## src/rtl/mem_access_ctrl.sv

```systemverilog
// mem_access_ctrl: multicycle memory access sequencer between the CPU control unit and the
// shared instruction/data memory. It accepts one request at a time and holds the address and
// write data stable. It counts a fixed read/write latency, registers read data, and then
// pulses done for one cycle.
//
// Optional feature: define MEM_ACCESS_ALIGN_CHK_EN to enable alignment checking. With it, a
// request with addr[1:0] != 0 completes next cycle with done=1, err=1 and no memory access.
//
// Ports:
//   clock      in   rising-edge clock
//   reset      in   asynchronous active-low reset
//   req        in   access request (sampled in IDLE and DONE only)
//   we         in   1 = write, 0 = read (sampled with req)
//   addr       in   byte address (sampled with req)
//   wdata      in   write data (sampled with req)
//   busy       out  high in ACCESS and WAIT
//   done       out  one-cycle completion pulse
//   rdata      out  registered read data
//   err        out  alignment error, qualified by done
//   mem_en     out  memory enable (ACCESS only)
//   mem_we     out  memory write enable (ACCESS only)
//   mem_addr   out  latched address
//   mem_wdata  out  latched write data
//   mem_rdata  in   memory read data
module mem_access_ctrl #(
  parameter int unsigned ADDR_W = 32,
  parameter int unsigned DATA_W = 32,
  parameter int unsigned RD_LAT = 2,
  parameter int unsigned WR_LAT = 1
) (
  input  logic              clock,
  input  logic              reset,
  input  logic              req,
  input  logic              we,
  input  logic [ADDR_W-1:0] addr,
  input  logic [DATA_W-1:0] wdata,
  output logic              busy,
  output logic              done,
  output logic [DATA_W-1:0] rdata,
  output logic              err,
  output logic              mem_en,
  output logic              mem_we,
  output logic [ADDR_W-1:0] mem_addr,
  output logic [DATA_W-1:0] mem_wdata,
  input  logic [DATA_W-1:0] mem_rdata
);

  localparam logic [3:0] RdLatC = 4'(RD_LAT);
  localparam logic [3:0] WrLatC = 4'(WR_LAT);

  typedef enum logic [1:0] {StIdle, StAccess, StWait, StDone} state_e;

  state_e              state_q, state_d;
  logic [3:0]          cnt_q, cnt_d;
  logic                we_q, we_d;
  logic [ADDR_W-1:0]   addr_q, addr_d;
  logic [DATA_W-1:0]   wdata_q, wdata_d;
  logic [DATA_W-1:0]   rdata_q, rdata_d;
`ifdef MEM_ACCESS_ALIGN_CHK_EN
  logic                err_q, err_d;
`endif

  always_ff @(posedge clock or negedge reset) begin
    if (!reset) begin
      state_q <= StIdle;
      cnt_q   <= '0;
      we_q    <= 1'b0;
      addr_q  <= '0;
      wdata_q <= '0;
      rdata_q <= '0;
`ifdef MEM_ACCESS_ALIGN_CHK_EN
      err_q   <= 1'b0;
`endif
    end else begin
      state_q <= state_d;
      cnt_q   <= cnt_d;
      we_q    <= we_d;
      addr_q  <= addr_d;
      wdata_q <= wdata_d;
      rdata_q <= rdata_d;
`ifdef MEM_ACCESS_ALIGN_CHK_EN
      err_q   <= err_d;
`endif
    end
  end

  always_comb begin
    state_d = state_q;
    cnt_d   = cnt_q;
    we_d    = we_q;
    addr_d  = addr_q;
    wdata_d = wdata_q;
    rdata_d = rdata_q;
`ifdef MEM_ACCESS_ALIGN_CHK_EN
    err_d   = err_q;
`endif
    unique case (state_q)
      // DONE accepts a new request directly so back-to-back accesses have no IDLE bubble.
      StIdle, StDone: begin
        if (req) begin
          we_d    = we;
          addr_d  = addr;
          wdata_d = wdata;
          state_d = StAccess;
`ifdef MEM_ACCESS_ALIGN_CHK_EN
          err_d   = 1'b0;
          if (addr[1:0] != 2'b00) begin
            err_d   = 1'b1;
            state_d = StDone;
          end
`endif
        end else begin
          state_d = StIdle;
        end
      end
      StAccess: begin
        cnt_d   = we_q ? WrLatC : RdLatC;
        state_d = StWait;
      end
      StWait: begin
        cnt_d = cnt_q - 4'd1;
        if (cnt_q == 4'd1) begin
          state_d = StDone;
          if (!we_q) rdata_d = mem_rdata;
        end
      end
      default: state_d = StIdle;
    endcase
  end

  assign busy      = (state_q == StAccess) || (state_q == StWait);
  assign done      = (state_q == StDone);
  assign rdata     = rdata_q;
  assign mem_en    = (state_q == StAccess);
  assign mem_we    = (state_q == StAccess) && we_q;
  assign mem_addr  = addr_q;
  assign mem_wdata = wdata_q;
`ifdef MEM_ACCESS_ALIGN_CHK_EN
  assign err       = (state_q == StDone) && err_q;
`else
  assign err       = 1'b0;
`endif

endmodule

```

## config.mk

```make
export PLATFORM = sky130hd
export DESIGN_NAME = mem_access_ctrl
export DESIGN_NICKNAME = d
export VERILOG_FILES = /design/src/rtl/mem_access_ctrl.sv
export SDC_FILE = /design/constraint.sdc
export NUM_CORES = 1
export LEC_CHECK = 0
export CORE_ASPECT_RATIO = 1.25
export CORE_MARGIN = 2
export CORE_UTILIZATION = 43
export CTS_CLUSTER_DIAMETER = 60
export CTS_CLUSTER_SIZE = 40
export DETAILED_ROUTE_END_ITERATION = 7
export GPL_TIMING_DRIVEN = 0
export PLACE_DENSITY = 0.94
export SLEW_MARGIN = 10
export SYNTH_ARGS = -nofsm -noshare
export SYNTH_HDL_FRONTEND = slang
export SYNTH_SLANG_ARGS = --single-unit
```

## constraint.sdc

```tcl
create_clock -name clock -period 4.5 [get_ports clock]
set_clock_uncertainty 0.15 [all_clocks]
set_input_delay 0.9 -clock clock [delete_from_list [all_inputs] [get_ports clock]]
set_output_delay 0.9 -clock clock [all_outputs]
set_load 0.03 [all_outputs]
```

==> summary.md, run 1 <==
| Metric | Value |
|---|---|
| Die width | `90.27 um` |
| CORE AREA | `0.009076 mm2` |
| Final Core Density | `0.7128` |
| Longest Clk Path Bufs | `2` |
| Final period util | `0.7201` |
| Yosys cell types | `26` |
| Pin count of the biggest net entering global routing | `59` |
| Port bufs | `199` |
| Die height | `111.8 um` |
| Share of layout cells above drive strength 1 | `0.2737` |
| Syn_nets | `354` |
| Via count | `2784` |
| Total iterations of the first detailed-routing run | `4` |
| Flops & latches, synth | `103` |
| Routed len/inst | `16.45 um` |
| Worst setup EP type | `primary output` |
| Iter 0 DRT Violations | `85` |
| Internal power | `3.297 mW` |
| CP arrival | `2.19 ns` |
| Reg clk slew, reported paths | `0.07 ns` |
| CP Launch Type | `flop` |
| Nets | `565` |
| RSZ-0062 raised after global routing | `no` |
| Setup bufs post-CTS | `0` |
| Psw | `2.140 mW` |
| Initial Utilization | `0.4407` |
| Worst IR Drop VDD | `0.4818 mV` |
| Largest area contributor in the netlist | `dfrtp_1` |
| Syn avg cell area | `16.06 um2` |
| H-tree levels | `3` |
| Ys flop type | `dfrtp_1` |
| Largest cells by area after synthesis | `dfrtp_1 64%, mux2_2 27%, ha_1 1.6%, buf_2 1.0%, buf_6 0.84%` |
| Vias per cell | `4.743` |
| CTS tree | `built` |
| Hpwl dp | `7598 um` |
| Pre-CTS WS | `1.621 ns` |
| Fin crit period | `3.240 ns` |
| Number of diodes | `0` |
| Drt total wl | `9656 um` |
| Kind of critical path | `reg2out` |
| Ys async rst share | `1.000` |
| GP Congestion | `0.7652` |
| Clock group share of total power | `0.144` |
| Status | `completed` |
| DRC errors left | `0` |
| Count leader, synth | `dfrtp_1` |
| Netlist Area Pre-Place | `0.004000 mm2` |
| Area Overhead vs Synth | `61.75%` |
| Max Freq | `0.3086 GHz` |
| Pwr dens | `840.3 mW/mm2` |
| Most frequent cells after synthesis | `103 x dfrtp_1, 97 x mux2_2, 8 x buf_2, 6 x inv_1, 5 x ha_1` |
| Leak pwr | `2.739 nW` |
| Gr ovfl total | `0` |
| CTS Buf Count | `9` |
| Design area | `0.006470 mm2` |
| Post-synthesis sequential area ratio | `0.6444` |
| Fill cells | `648` |
| # rows | `39` |
| Final ANT Viol Nets | `0` |
| Switching share of total power | `0.3936` |
| Seq pwr share | `0.304` |
| Die area | `0.01009 mm2` |
| Cts repair resizes | `0` |
| Least-Margin Pin Slew | `0.6084 ns` |
| Slew HR | `0.5944` |
| Post-Synthesis Cells | `249` |
| Setup-failing EPs final | `0` |
| Post-place instance area | `0.006171 mm2` |
| Initial antenna violation count | `0` |
| Number of flops mapped to enable cells by yosys | `0` |
| CTS Sinks | `103` |
| Slew Viols, Final | `0` |
| Synthesis warning total | `0` |
| Clock Latency Late Sink | `0.34 ns` |
| CTS hold repair buffers | `0` |
| WHS | `0.3516 ns` |
| Setup TNS | `0 ns` |
| First-pass GRT wire length | `16000 um` |
| Post-route setup slack | `1.260 ns` |
| Top-Level Pins | `201` |
| Clk root buf | `clkbuf_16` |
| Critical path fanouts, max | `10` |
| Combinational share of power | `0.553` |
| Hold Violations, Final | `0` |
| Post-synth top area share | `0.6444` |
| Overall Global Routing Usage | `0.2045` |
| Worst Path Required | `3.45 ns` |
| Number of global-route vias before repair | `3113` |
| Worst Hold Class | `reg2reg` |
| Max-cap check violation count | `0` |
==> worst max-delay path, stage by stage (launching register included) <==
cell and delay, ns:
dfrtp_1 0.41, inv_1 0.07, ha_1 0.29, clkbuf_1 0.31, inv_1 0.12, clkdlybuf4s50_1 0.65
==> power by group through the flow <==
stage / clock network (mW) / logic [mW] / registers, mW
after floorplan: 0 / 0.891 / 2.54
after global placement: 0 / 2.96 / 1.63
after detailed placement: 0 / 3.03 / 1.67
after CTS: 0.794 / 3.04 / 1.66
after global routing: 0.826 / 3.16 / 1.71
final: 0.781 / 3.01 / 1.65
==> worst paths after layout <==
| kind | start | slack, ns | depth (start not counted) | endpoint |
|---|---|---|---|---|
| max in group asynchronous | reset | 3.09 | 2 | rdata[9] |
| setup reg to reg | state_q[0] | 2.45 | 6 | mem_wdata[16] |
| hold / removal | mem_addr[30] | 0.35 | 1 | mem_addr[30] |
| hold reg to reg | mem_addr[30] | 0.35 | 1 | mem_addr[30] |
| min in group asynchronous | reset | 0.42 | 1 | mem_addr[17] |
| setup / recovery | state_q[0] | 1.26 | 5 | busy |
==> state kept, by name (all words and copies together), names as in the netlist <==
| name | cells |
|---|---|
| mem_wdata | 32 |
| cnt_q | 4 |
| state_q | 2 |
| mem_addr | 32 |
| we_q | 1 |
| rdata | 32 |
==> through the flow <==
| step | total power [mW] | instances |
|---|---|---|
| 3_3_place_gp | 4.588 | 571 |
| 2_1_floorplan | 3.428 | 249 |
| 3_5_place_dp | 4.702 | 572 |
| 6_report | 5.437 | 587 |
| 4_1_cts | 5.493 | 587 |
| 5_1_grt | 5.697 | 587 |
==> final cells by class <==
class                           instances  area [um2]  share of cell area
Buffer                                 13       85.08             0.01315
Clock buffer                           12       256.5             0.03964
Clock inverter                          3       42.54            0.006575
Inverter                                6       22.52            0.003481
Multi-Input combinational cell        127        1315              0.2032
Sequential cell                       103        2577              0.3984
Tap cell                              123       153.9             0.02379
Timing Repair Buffer                  200        2017              0.3117
==> placed cells by master, fill, tap and decap left out, drive strengths merged, types with 2 or more instances in the layout <==
| cell type | synthesis | routed |
|---|---|---|
| buf | 12 | 14 |
| clkbuf | 1 | 13 |
| clkdlybuf4s50 | 0 | 198 |
| dfrtp | 103 | 103 |
| ha | 5 | 5 |
| inv | 6 | 6 |
| mux2 | 97 | 97 |
| nand2 | 2 | 2 |
| nand3 | 3 | 3 |
| nor2b | 2 | 2 |
| o21ai | 4 | 4 |
==> metal layers <==
layer  vias up  GRT usage  share of wire
met1      1358     0.2190           0.36
met3        16    0.07172          0.077
met5         -          0              0
met4         0    0.08513          0.026
li1       1287          -              -
met2       123     0.3659           0.54
==> kinds of logic after synthesis <==
kind of cell / after synthesis / synth area share
flops: 103 / 0.6444
other cells: 1 / 0.0009375
mux: 98 / 0.2756
buf+inv: 19 / 0.02690
compound gates: 9 / 0.01376
fa+ha+maj: 5 / 0.01564
simple gates: 14 / 0.02283
Power figures use the tool's default switching activity.
==> inputs of run 2 (changes only) <==
Settings changed: CORE_UTILIZATION 43 to 40, PLACE_DENSITY 0.94 to 0.89.
Clock period 4.5 ns to 3.3 ns, I/O delays scaled along.
==> run 2 against run 1 <==
Worst hold slack worse by 0.13 ns. First-iteration DRC count down 36%. Wire length fell by 3.4%. Register-to-register slack got worse by 1.2 ns. Sequential share of layout area down 0.22 points. Critical path depth stayed put. Non-clock buffer count is the same.
==> summary.md, run 2 (same netlist as run 1, synthesis figures left out) <==
| Metric | Value |
|---|---|
| Worst Path Required | `2.49 ns (-0.96 ns)` |
| Clk root buf | `clkbuf_16` |
| # rows | `40 (+2.6%)` |
| Slew Viols, Final | `0 (unchanged)` |
| Die area | `0.01082 mm2 (+7.2%)` |
| Reg2reg setup slack | `1.22 ns (-1.23 ns)` |
| Least-Margin Pin Slew | `0.7136 ns (+0.1053 ns)` |
| Most frequent cells in the layout | `198 x clkdlybuf4s50_1, 103 x dfrtp_1, 97 x mux2_2, 9 x clkbuf_16, 8 x buf_2` |
| Reg-to-reg critical path startpoint | `state_q[0]` |
| Slew HR | `0.5242 (-0.07020)` |
| Slowest stage delay, CP | `0.62 ns (-0.03 ns)` |
| Setup bufs post-CTS | `0 (unchanged)` |
| Pwr dens | `1151 mW/mm2 (+37%)` |
| Max-cap check violation count | `0 (unchanged)` |
| Final ANT Viol Nets | `0 (unchanged)` |
| CP arrival | `2.17 ns (-0.02 ns)` |
| Initial Utilization | `0.4141 (-0.02660)` |
| RR Endpoint | `mem_wdata[23]` |
| Number of global-route vias before repair | `2969 (-4.6%)` |
| Post-place instance area | `0.006175 mm2 (about the same)` |
| Final period util | `0.9016` |
| First-pass GRT wire length | `14700 um (-8.1%)` |
| CP Depth | `5 (unchanged)` |
| Cts repair resizes | `0 (unchanged)` |
| Hpwl dp | `7215 um (-5.0%)` |
| Reg clk slew, reported paths | `0.06 ns (about the same)` |
| Total chip power | `7.489 mW (+38%)` |
| Area Overhead vs Synth | `62.65%` |
| Design area | `0.006506 mm2 (+0.56%)` |
| Leak pwr | `2.749 nW (+0.39%)` |
| Critical path buffers and inverters | `4 (unchanged)` |
| RSZ-0062 raised after global routing | `no` |
| Worst r2r path cells | `6 (unchanged)` |
| Critical path fanouts, max | `10 (unchanged)` |
| CTS Sinks | `103 (unchanged)` |
| Setup TNS | `0 ns (unchanged)` |
| Share of layout cells above drive strength 1 | `0.2774 (+0.003712)` |
| Drt total wl | `9325 um (-3.4%)` |
| Max Freq | `0.3361 GHz` |
| Clock Latency Late Sink | `0.34 ns (about the same)` |
| Top-Level Pins | `201 (unchanged)` |
| Pin count of the biggest net entering global routing | `57 (-3.4%)` |
| CP Launch Type | `flop` |
| Gr ovfl total | `0 (unchanged)` |
| Fin crit period | `2.975 ns` |
| DRC errors left | `0 (unchanged)` |
| Via count | `2785 (+0.036%)` |
| Status | `completed` |
| Crit path cell chain | `inv_1 > ha_1 > clkbuf_1 > inv_1 > clkdlybuf4s50_1` |
| CORE AREA | `0.009659 mm2 (+6.4%)` |
| GP Congestion | `0.7260 (-5.1%)` |
| Iter 0 DRT Violations | `54 (-36%)` |
| Port bufs | `199 (unchanged)` |
| Worst IR Drop VDD | `0.6086 mV (+26%)` |
| H-tree levels | `3 (unchanged)` |
| Longest Clk Path Bufs | `2 (unchanged)` |
| Die width | `93.45 um (+3.5%)` |
| Final Core Density | `0.6736 (-0.03927)` |
| Slowest stage cell on the critical path | `clkdlybuf4s50_1` |
| Total iterations of the first detailed-routing run | `4 (unchanged)` |
| Crit path max-delay family | `buffers and inverters` |
| CTS hold repair buffers | `0 (unchanged)` |
| CTS tree | `built` |
| Cell mode on critical path | `inv_1` |
| Die height | `115.8 um (+3.5%)` |
| Worst setup EP type | `primary output` |
| Commonest non-fill, non-tap cell in the layout | `clkdlybuf4s50_1` |
| Overall Global Routing Usage | `0.1769 (-0.02753)` |
| Vias per cell | `4.712 (-0.64%)` |
| Routed len/inst | `15.78 um (-4.1%)` |
| Kind of critical path | `reg2out` |
| Nets | `565 (unchanged)` |
| Hold Violations, Final | `0 (unchanged)` |
| Worst Hold Class | `in2async` |
| CTS Buf Count | `9 (unchanged)` |
| Setup-failing EPs final | `0 (unchanged)` |
| Initial antenna violation count | `0 (unchanged)` |
| Fill cells | `694 (+7.1%)` |
| Number of diodes | `0 (unchanged)` |
-- run 2: worst register-to-register path, stage by stage (launching register included) --
cell,delay (ns)
dfrtp_1,0.41
inv_1,0.06
ha_1,0.31
nand2_1,0.09
buf_2,0.26
buf_2,0.31
mux2_2,0.37
-- run 2: area by class of cell --
cell class                      count  area (um2)  area share
Clock buffer                       10       239.0     0.03673
Multi-Input combinational cell    127        1315      0.2021
Inverter                            6       22.52    0.003462
Buffer                             13       85.08     0.01308
Clock inverter                      6       92.59     0.01423
Sequential cell                   103        2577      0.3962
Tap cell                          126       157.7     0.02423
Timing Repair Buffer              200        2017      0.3100
-- run 2: where the power goes --
part           internal, mW  switching [mW]  leakage (nW)
Sequential             1.92           0.332          1.21
Combinational          1.95            2.14          1.38
Clock                 0.689           0.456         0.155
-- run 2: layer usage --
layer / global-route usage / part of all wire / up-vias
met3: 0.06177 / 0.10 / 13
met2: 0.3070 / 0.52 / 138
met1: 0.2009 / 0.36 / 1345
met5: 0 / 0 / -
met4: 0.06765 / 0.016 / 0
li1: - / - / 1289
-- run 2: how the worst max path moves through the flow --
stage / slack, ns / to / from
after detailed placement: 0.71 / busy / state_q[0]
after global routing: 0.13 / busy / state_q[0]
after CTS: 0.30 / busy / state_q[0]
final: 0.32 / busy / state_q[0]
after floorplan: 1.34 / busy / state_q[0]
after global placement: -2.29 / mem_wdata[16] / reset
-- run 2: metrics by stage --
step           worst slack (ns)  hold WS [ns]  instances
2_1_floorplan             1.343        0.2144        249
3_3_place_gp             -2.286        0.3353        574
3_5_place_dp             0.7087        0.3421        575
4_1_cts                  0.3039        0.2379        591
5_1_grt                  0.1250        0.2780        591
6_report                 0.3248        0.2202        591
==> RTL change 1 (settings of run 2) <==
The option `MEM_ACCESS_ALIGN_CHK_EN` is turned on by a define.
--- a/src/rtl/mem_access_ctrl.sv
+++ b/src/rtl/mem_access_ctrl.sv
@@ -24,2 +24,4 @@
 //   mem_rdata  in   memory read data
+`define MEM_ACCESS_ALIGN_CHK_EN
+
 module mem_access_ctrl #(
Check against the original RTL: not equivalent (a bounded check fails within 4 cycles, from zero or initial values and one cycle with reset low).
==> RTL change 1 against run 2 <==
  * Routed wire length grew 7.2%
  * Area after synthesis grew 4.7%
  * Total power grew 3.1%
  * Setup slack gained 0.14 ns
  * Sequential cell count grew 1
  * Critical path depth is the same
  * Fmax grew 4.9%
  * First-iteration DRC count grew 28%
  * Cell area grew 2.9%
  * Via count grew 1.1%
  * Count of clock-buffer cells in the layout is the same
  * Non-clock buffer count shrank 1
==> RTL change 1: results (changes against run 2) <==
Parameter                              Value

Final layout
  Layout Nets    568 (was 565)
  Fraction of layout cells with a size suffix above 1    28.05% (was 27.74%)

Power and ir drop
  Peak supply drop    0.0005604 V (was 0.0006086 V)
  Leakage power of the design    2.940 nW (was 2.749 nW)

Placement
  Detailed Place HPWL    7813 µm (was 7215 µm)
  Routability congestion estimate    0.7059 (was 0.7260)

Logic synthesis
  Post-synth top cells    104 x dfrtp_1, 69 x mux2_2, 30 x mux2_4 (was 103 x dfrtp_1, 97 x mux2_2, 8 x buf_2)
  Complex-gate fraction of the synthesized area    1.554% (was 1.376%)
  Number of cells produced by synthesis    251 (was 249)
  Net count of the mapped netlist    356 (was 354)
  Cells taking the most area after synthesis    dfrtp_1 62%, mux2_2 19%, mux2_4 11%, buf_6 1.6%, ha_1 1.5% (was dfrtp_1 64%, mux2_2 27%, ha_1 1.6%, buf_2 1.0%, buf_6 0.84%)
  Number of distinct library cells after synthesis    25 (was 26)
  Synth Area in Adders    1.494% (was 1.564%)

Route
  Total length of routed wires    9998 µm (was 9325 µm)
  Initial detailed-routing violation count    69 (was 54)
  Total length of routed met3 wires    896 µm (was 973 µm)
  Total routed wire length on the met1 layer    3665 µm (was 3384 µm)
  Post-DR vias/cell    4.727 (was 4.712)

STA
  Worst rel slew slack    52.11% (was 52.42%)

Critical path
  Largest stage delay on the critical path    0.68 ns (was 0.62 ns)
  Critical path peak fanout    9 (was 10)

Status
  Outcome    finished, final reports clean (unchanged)

Global route
  Met2 capacity usage during global routing    32.09% (was 30.70%)
  Global routing usage on met1    19.21% (was 20.09%)
  All-Layer GR Usage    18.12% (was 17.69%)
## RTL change 1: final cells by class
class | instances | area, µm² | share of cell area (%)
clock buffer | 10 | 239.0 | 3.569
tap | 129 | 161.4 | 2.411
buffer | 11 | 95.09 | 1.420
timing repair buffer | 201 | 2027 | 30.27
inverter | 5 | 18.77 | 0.2803
multi-input combinational | 131 | 1470 | 21.96
clock inverter | 5 | 81.33 | 1.215
sequential | 104 | 2603 | 38.87
## RTL change 1: cells by family after synthesis
family                   after synthesis
flip-flops                           104
AND/OR/NAND/NOR                       17
AO/OA/AOI/OAI                         10
buffers and inverters                 16
adder cells (fa/ha/maj)                5
multiplexers                          99
## RTL change 1: report_power, final
part	internal, mW	total, mW	switching [mW]
clock network	0.681	1.13	0.446
logic	2.12	4.30	2.18
registers	1.94	2.29	0.350
total	4.74	7.72	2.98
## RTL change 1: per-stage QoR
stage,util (%),setup WS (ns),hold WS (ns),cell area (µm²)
2_1_floorplan,-,1.375,0.2144,4187
3_3_place_gp,62.52,-2.308,0.3357,6350
3_5_place_dp,62.76,0.8307,0.3420,6375
4_1_cts,65.92,0.4500,0.2326,6695
5_1_grt,65.92,0.3808,0.2664,6695
6_report,65.92,0.4627,0.2163,6695
## RTL change 1: worst paths after layout
path,from,to,slack (ns),depth (start not counted)
max,state_q[0]$_DFFE_PN0P_,busy,0.46,5
min,reset,rdata[8]$_DFFE_PN0P_,0.22,1
max reg2reg,state_q[0]$_DFFE_PN0P_,mem_wdata[27]$_DFFE_PN0P_,1.33,7
min reg2reg,mem_addr[27]$_DFFE_PN0P_,mem_addr[27]$_DFFE_PN0P_,0.35,1
max in group asynchronous,reset,mem_addr[10]$_DFFE_PN0P_,2.12,2
min in group clock,mem_addr[27]$_DFFE_PN0P_,mem_addr[27]$_DFFE_PN0P_,0.35,1
==> RTL change 2 (settings of run 2) <==
Without the edit above. Add an input register stage for `mem_rdata`, cleared by the reset; this delays it by one clock. The other inputs are not delayed to match.
--- a/src/rtl/mem_access_ctrl.sv
+++ b/src/rtl/mem_access_ctrl.sv
@@ -51,2 +51,12 @@
   typedef enum logic [1:0] {StIdle, StAccess, StWait, StDone} state_e;
+
+  logic [DATA_W-1:0] mem_rdata_q;
+
+  always_ff @(posedge clock or negedge reset) begin
+    if (!reset) begin
+      mem_rdata_q <= '0;
+    end else begin
+      mem_rdata_q <= mem_rdata;
+    end
+  end
 
@@ -123,3 +133,3 @@
           state_d = StDone;
-          if (!we_q) rdata_d = mem_rdata;
+          if (!we_q) rdata_d = mem_rdata_q;
         end
Behaviour: not the same (Yosys sat finds a counterexample within 10 cycles, from zero or initial values and one cycle with reset low).
==> RTL change 2 against run 2 <==
  * Sequential cell count grew 32
  * Total power up 15%
  * Largest power group unchanged
  * Largest cell class unchanged
  * Setup slack worse by 0.067 ns
  * Clock power grew 68%
  * Highest routed layer unchanged
  * Cell area up 17%
  * Routed wire length grew 21%
  * Hold slack got worse by 0.11 ns
  * Die area increased by 19%
  * Register-to-register slack better by 0.03 ns
  * Critical path type unchanged
  * Via count grew 13%
  * Fmax is 2.2% lower
  * Area after synthesis is 20% higher
==> RTL change 2: results (changes against run 2) <==
Parameter                              Value

Placement
  Routability congestion estimate    0.7556 (was 0.7260)
  DP Area    0.007023 mm² (was 0.006175 mm²)
  Worst Setup Slack post-DPL    0.6925 ns (was 0.7087 ns)
  Number of instances in the placed design    642 (was 575)
  Detailed Place HPWL    8380 µm (was 7215 µm)

STA
  Worst rel slew slack    58.77% (was 52.42%)

Logic synthesis
  Cells taking the most area after synthesis    dfrtp_1 70%, mux2_2 23%, ha_1 1.3%, buf_2 0.83%, buf_6 0.70% (was dfrtp_1 64%, mux2_2 27%, ha_1 1.6%, buf_2 1.0%, buf_6 0.84%)
  Net count of the mapped netlist    386 (was 354)
  Complex-gate fraction of the synthesized area    1.147% (was 1.376%)
  Synth Area in Adders    1.303% (was 1.564%)
  Number of cells produced by synthesis    281 (was 249)
  Post-synth top cells    135 x dfrtp_1, 97 x mux2_2, 8 x buf_2 (was 103 x dfrtp_1, 97 x mux2_2, 8 x buf_2)
  Sequential element share of the synthesized area    70.37% (was 64.44%)
  Multiplexer area fraction after synthesis    22.96% (was 27.56%)

Critical path
  Reg2reg end    mem_wdata[14]$_DFFE_PN0P_ (was mem_wdata[23]$_DFFE_PN0P_)
  FF-to-FF setup slack    1.25 ns (was 1.22 ns)
  Crit path arrival time    2.23 ns (was 2.17 ns)

Route
  Total length of routed wires    11310 µm (was 9325 µm)
  Initial detailed-routing violation count    73 (was 54)

Global route
  Wire length of the first global-routing pass    18190 µm (was 14700 µm)
  All-Layer GR Usage    18.49% (was 17.69%)
  Pin count of the biggest net entering global routing    71 (was 57)

Clock tree
  Clock buffer count from CTS    17 (was 9)
  Number of H-tree branching levels    4 (was 3)
  Clock network latency to the later pin of the worst-skew pair    0.40 ns (was 0.34 ns)

Final layout
  Non-filler instance count after layout    674 (was 591)
  Layout Nets    605 (was 565)

Status
  Outcome    finished, final reports clean (unchanged)
[RTL change 2: power breakdown]
part           total (mW)  switching [mW]  internal, mW
Sequential           2.66           0.344          2.32
Clock                1.92           0.720          1.20
Combinational        4.06            2.14          1.92
[RTL change 2: logic make-up after synthesis]
group | after synthesis
and+or+nand+nor | 14
AOI/OAI and AO/OA | 9
adders and majority gates | 5
buffers and inverters | 19
other | 1
muxes | 98
DFF | 135
[RTL change 2: layer usage]
layer	global-route usage, %	up-vias	part of all wire (%)
li1	-	1408	-
met1	20.57	1605	36
met2	31.73	135	53
met3	7.879	12	9.0
met4	5.882	0	1.2
met5	0	-	0
[RTL change 2: cell type report]
type | count | area (µm²)
buffer | 13 | 85.08
clock buffer | 18 | 429.2
clock inverter | 14 | 173.9
fill | 862 | 4045
inverter | 6 | 22.52
multi-input combinational | 127 | 1315
sequential | 135 | 3378
tap | 161 | 201.4
timing repair buffer | 200 | 2021
